`src/rtl/counter_arbiter.sv`:
```
// counter_arbiter
//   Round-robin arbiter that hands a shared up-counter to one requester at a
//   time. The owner's terminal value is latched at grant; the counter steps
//   0..len, then a one-cycle done pulse is issued before the grant drops.
//
// Parameters
//   NUM_REQ  number of requesters (2..8)
//   WIDTH    shared counter width in bits
//
// Ports
//   clock    input   rising-edge clock
//   reset    input   asynchronous active-low reset
//   i_Req    input   [NUM_REQ]        level requests
//   i_Len    input   [NUM_REQ*WIDTH]  per-requester terminal values, slice k at [k*WIDTH +: WIDTH]
//   o_Grant  output  [NUM_REQ]        one-hot grant of the current owner, or zero
//   o_Busy   output                   high while any grant is active
//   o_Done   output  [NUM_REQ]        one-hot single-cycle completion pulse
//   o_Count  output  [WIDTH]          current shared counter value
//
// Configuration
//   COUNTER_ARBITER_ABORT_EN  when defined, the owner dropping its request during
//                             counting aborts the operation without a done pulse.
module counter_arbiter #(
    parameter int NUM_REQ = 4,
    parameter int WIDTH   = 8
) (
    input  logic                     clock,
    input  logic                     reset,
    input  logic [NUM_REQ-1:0]       i_Req,
    input  logic [NUM_REQ*WIDTH-1:0] i_Len,
    output logic [NUM_REQ-1:0]       o_Grant,
    output logic                     o_Busy,
    output logic [NUM_REQ-1:0]       o_Done,
    output logic [WIDTH-1:0]         o_Count
);

    localparam int IDX_W = (NUM_REQ > 1) ? $clog2(NUM_REQ) : 1;

    typedef enum logic [1:0] {
        IDLE  = 2'd0,
        COUNT = 2'd1,
        DONE  = 2'd2
    } state_e;

    state_e             state_q;
    logic [NUM_REQ-1:0] grant_q;
    logic [NUM_REQ-1:0] done_q;
    logic [WIDTH-1:0]   count_q;
    logic [WIDTH-1:0]   len_q;
    logic [IDX_W-1:0]   ptr_q;
    logic [IDX_W-1:0]   owner_q;

    logic               pick_found;
    logic [IDX_W-1:0]   pick_idx;
    logic [IDX_W-1:0]   cand;
    logic [NUM_REQ-1:0] pick_onehot;
    logic [WIDTH-1:0]   pick_len;
    logic [IDX_W-1:0]   next_ptr;

    // Scan requests starting at ptr_q, wrapping, and take the first one found.
    always_comb begin
        pick_found = 1'b0;
        pick_idx   = '0;
        cand       = '0;
        for (int i = 0; i < NUM_REQ; i++) begin
            cand = IDX_W'((int'(ptr_q) + i) % NUM_REQ);
            if (!pick_found && i_Req[cand]) begin
                pick_found = 1'b1;
                pick_idx   = cand;
            end
        end
        pick_onehot = NUM_REQ'(1) << pick_idx;
        pick_len    = i_Len[int'(pick_idx)*WIDTH +: WIDTH];
    end

    always_comb begin
        next_ptr = (owner_q == IDX_W'(NUM_REQ - 1)) ? '0 : owner_q + 1'b1;
    end

    always_ff @(posedge clock or negedge reset) begin
        if (!reset) begin
            state_q <= IDLE;
            grant_q <= '0;
            done_q  <= '0;
            count_q <= '0;
            len_q   <= '0;
            ptr_q   <= '0;
            owner_q <= '0;
        end else begin
            unique case (state_q)
                IDLE: begin
                    done_q <= '0;
                    if (pick_found) begin
                        grant_q <= pick_onehot;
                        owner_q <= pick_idx;
                        len_q   <= pick_len;
                        count_q <= '0;
                        state_q <= COUNT;
                    end
                end
                COUNT: begin
`ifdef COUNTER_ARBITER_ABORT_EN
                    if (!i_Req[owner_q]) begin
                        // Owner withdrew: release without a done pulse.
                        grant_q <= '0;
                        count_q <= '0;
                        ptr_q   <= next_ptr;
                        state_q <= IDLE;
                    end else
`endif
                    if (count_q == len_q) begin
                        // Counter holds at len for the done cycle.
                        done_q  <= grant_q;
                        state_q <= DONE;
                    end else begin
                        count_q <= count_q + 1'b1;
                    end
                end
                DONE: begin
                    done_q  <= '0;
                    grant_q <= '0;
                    count_q <= '0;
                    ptr_q   <= next_ptr;
                    state_q <= IDLE;
                end
                default: begin
                    done_q  <= '0;
                    grant_q <= '0;
                    count_q <= '0;
                    state_q <= IDLE;
                end
            endcase
        end
    end

    assign o_Grant = grant_q;
    assign o_Busy  = |grant_q;
    assign o_Done  = done_q;
    assign o_Count = count_q;

endmodule

```
`config.mk`:
```
export PLATFORM = sky130hd
export DESIGN_NAME = counter_arbiter
export DESIGN_NICKNAME = d
export VERILOG_FILES = /design/src/rtl/counter_arbiter.sv
export SDC_FILE = /design/constraint.sdc
export NUM_CORES = 1
export LEC_CHECK = 0
export BUFFER_PORTS_ARGS = -buffer_cell sky130_fd_sc_hd__buf_2
export CORE_MARGIN = 2
export CORE_UTILIZATION = 53
export DETAILED_ROUTE_END_ITERATION = 12
export PLACE_DENSITY = 0.93
export SLEW_MARGIN = 20
export SYNTH_ARGS = -nofsm -noshare
export SYNTH_HDL_FRONTEND = slang
export SYNTH_SLANG_ARGS = --single-unit
```
`constraint.sdc`:
```
create_clock -name clock -period 2.94 [get_ports clock]
set_clock_uncertainty 0.05 [all_clocks]
set_input_delay 0.147 -clock clock [delete_from_list [all_inputs] [get_ports clock]]
set_output_delay 0.147 -clock clock [all_outputs]
set_load 0.02 [all_outputs]
```
==> run metrics <==
crit share post-route=0.733; proportion of total power due to net switching=0.437; Lkg Pwr=roughly 1.1 nW; final weighted congestion of routability-driven global placement=0.854; actual transition at the worst max-transition pin=746 ps; post-synthesis area per instance=9.85 sq um; worst relative slew slack=0.503; Clock Pin Slew Worst Setup and Hold Paths=90 ps; share of flip-flops with an asynchronous set or reset=1.00; CTS H-Tree Depth=2; placeable core region=0.00310 sq mm; launch point of the worst reg-to-reg path=ptr_q[1]; number of violations of the max-capacitance limit=0; diode insertion count for antenna repair=0; sequential share of power=0.390; number of nets with antenna violations after routing=0; worst hold path class=primary input to flop; count of instances resized after the clock tree is built=0; half-perimeter wire length after detailed placement=between 3 and 4 mm; Hold Path Stages=3; buffer depth of the longest clock path=2; top_reg_cell synth=sky130_fd_sc_hd__dfrtp_1; Highest Clock Rate=464 MHz; internal cell power=0.00101 W; number of hold buffers added after cts=1; minimum clock period after layout=2160 ps; First-pass DRT Iterations=4; filler instances=between 200 and 300; maximum resistive drop on vdd=0.000392 V; end point of the most critical hold path=len_q[3]; cell type contributing the most total cell area after synthesis=sky130_fd_sc_hd__dfrtp_1; unrepaired setup endpoints after global routing=no; starting utilization of the core area=0.568; number of synthesized register bits=30; top cells by area in the synthesized netlist=sky130_fd_sc_hd__dfrtp_1 (43%), sky130_fd_sc_hd__o31ai_1 (4.7%), sky130_fd_sc_hd__mux2i_1 (4.5%); Syn Inst Count=179; Final Hold Viols=0; Final WS setup=784 ps; clock tree from TritonCTS=yes; nature of the critical path startpoint=flop; first-pass GRT wire length=approximately 6.6 mm; result of the run=finished clean; number of buffers added for setup after CTS=0; Net Count, Synth=219; DRC violations left=0; worst r2r path cells=5; nets=271; count of buffers inserted at the top-level ports=54; Post-Syn Area=0.00176 sq mm; total power divided by cell area=858 mW/mm^2; count of pins on the block boundary=between 50 and 60; Total Power Consumption=0.00179 W; sum of negative setup slack=0 ps; routed wire length per instance=14.8 microns; # rows=20; proportion of netlist area held by the largest area contributor=0.426; die height=61.7 microns; routed via count=roughly 1.6k; remaining global-route overflow=0; final setup violating endpoints=0; number of DRC markers after the initial detailed-route iteration=74; R2R setup slack=780 ps; total detailed-routing wirelength=4.07 mm; number of antenna violations at the first check in global routing=0; data arrival time of the critical path=2330 ps; CTS root buf=sky130_fd_sc_hd__clkbuf_4; CTS buffer count=5; Clk network pwr share=0.144; hold path startpoint=i_Len[27]; kind of capture point of the worst setup path=flop; x dimension of the die=61.7 microns; Synth-to-Final Area Change=18.7%; WS Path Type=flop to flop; worst slack, placed=828 ps; number of global-route vias before repair=1,439; number of flops mapped to enable cells by yosys=0; number of library cell types mapped by synthesis=39; power dissipated by switching net loads=a little under 0.0008 W; DIE AREA=0.00380 sq mm; number of slew-limit violations in the final report=0; DR vias/cell=just under 6; clock sinks=30; overall track demand over capacity in global routing=0.243; sequential cell area fraction in the yosys report=0.426; part of the total power dissipated in combinational logic=0.466; critical path required time=around 3100 ps; destination of the worst register-to-register timing path=len_q[1]; utilization after layout=0.674; peak fanout along the critical path=10; clock network latency to the later pin of the worst-skew pair=340 ps; pin count of the biggest net entering global routing=31; layout cells sized above 1=0.310; warning count from the yosys run=0
critical path, stage by stage, from the launching register on:
cell	delay (ps)
sky130_fd_sc_hd__dfrtp_1	450
sky130_fd_sc_hd__nor2b_1	180
sky130_fd_sc_hd__o21ai_2	300
sky130_fd_sc_hd__nand3_1	540
sky130_fd_sc_hd__mux2i_1	390
sky130_fd_sc_hd__o211ai_1	110
cell usage after synthesis, drive strengths merged, types with 2 or more instances:
library cell,instances
dfrtp,30
nand2,19
nand4,12
o31ai,11
o21ai,10
a211o,8
a21oi,8
mux2i,8
o211ai,8
xor2,8
buf,7
or3,7
a22o,5
nand2b,5
nor2,5
and3,3
clkbuf,3
nor4,3
or2,3
ha,2
mux2,2
nand3,2
nor3,2
routing by layer:
| layer | GRT usage | vias to the layer above | wire length [microns] | part of all wire |
|---|---|---|---|---|
| met5 | 0 | - | 0 | 0 |
| met2 | 0.397 | 50 | 2050 | 0.50 |
| met1 | 0.310 | 761 | 1750 | 0.43 |
| li1 | - | 791 | - | - |
| met3 | 0.0609 | 10 | 190 | 0.047 |
| met4 | 0.0912 | 0 | 79 | 0.019 |
through the flow:
step / hold WS [ps] / instances / instance area (sq um)
floorplan: -199 / 179 / 1760
global placement: 154 / 267 / 2020
detailed placement: 159 / 267 / 2020
CTS: 66.0 / 276 / 2090
global route: 74.7 / 276 / 2090
finish: 69.0 / 276 / 2090
cells by family (layout without fill, tap and decap cells):
family | Yosys count | after routing | synth area share
AOI/OAI and AO/OA | 54 | 54 | 0.222
adders and majority gates | 2 | 2 | 0.0142
buffers and inverters | 11 | 64 | 0.0397
muxes | 10 | 10 | 0.0582
and+or+nand+nor | 64 | 64 | 0.200
xor gates and xnor gates | 8 | 8 | 0.0397
DFF | 30 | 30 | 0.426
sequential cells by signal, summed over array words and instances (netlist names):
register  flops
len_q         8
o_Count       8
o_Done        4
o_Grant       4
owner_q       2
ptr_q         2
state_q       2
power by group through the flow:
stage          Sequential (W)  Combinational, W  Clock (W)
2_1_floorplan        0.000753          0.000574          0
3_3_place_gp         0.000699          0.000805          0
3_5_place_dp         0.000707          0.000830          0
4_1_cts              0.000699          0.000841   0.000260
5_1_grt              0.000721          0.000932   0.000282
6_report             0.000700          0.000836   0.000259
final cells by class:
class                           instances  area, sq um  area share
Clock inverter                          1         5.00     0.00239
Inverter                                1         3.75     0.00179
Sequential cell                        30          751       0.359
Timing Repair Buffer                   55          280       0.134
Multi-Input combinational cell        138          942       0.450
Tap cell                               44         55.1      0.0263
Clock buffer                            7         55.1      0.0263
cell usage in the layout, fill, tap and decap left out, types with 2 or more instances in the layout:
cell / instances
sky130_fd_sc_hd__or3_1: 7
sky130_fd_sc_hd__clkbuf_4: 5
sky130_fd_sc_hd__mux2i_1: 8
sky130_fd_sc_hd__a22o_1: 5
sky130_fd_sc_hd__a211o_1: 8
sky130_fd_sc_hd__a21oi_1: 7
sky130_fd_sc_hd__o31ai_1: 11
sky130_fd_sc_hd__nor3_1: 2
sky130_fd_sc_hd__nand2b_1: 5
sky130_fd_sc_hd__o21ai_1: 6
sky130_fd_sc_hd__and3_1: 3
sky130_fd_sc_hd__ha_1: 2
sky130_fd_sc_hd__o21ai_0: 3
sky130_fd_sc_hd__nor2_1: 5
sky130_fd_sc_hd__dfrtp_1: 30
sky130_fd_sc_hd__or2_2: 3
sky130_fd_sc_hd__nor4_1: 2
sky130_fd_sc_hd__buf_2: 54
sky130_fd_sc_hd__mux2_2: 2
sky130_fd_sc_hd__o211ai_1: 8
sky130_fd_sc_hd__nand2_1: 18
sky130_fd_sc_hd__nand3_1: 2
sky130_fd_sc_hd__xor2_1: 8
sky130_fd_sc_hd__nand4_1: 12
how the worst max path moves through the flow:
stage | start | to | slack, ps | cells past startpoint
3_3_place_gp | ptr_q[1] | len_q[1] | 860 | 5
5_1_grt | ptr_q[1] | len_q[1] | 620 | 5
6_report | ptr_q[1] | len_q[1] | 780 | 5
2_1_floorplan | o_Count[2] | o_Count[3] | 1230 | 7
4_1_cts | ptr_q[1] | len_q[7] | 800 | 5
3_5_place_dp | ptr_q[1] | len_q[7] | 830 | 5
Power figures use the tool's default switching activity.
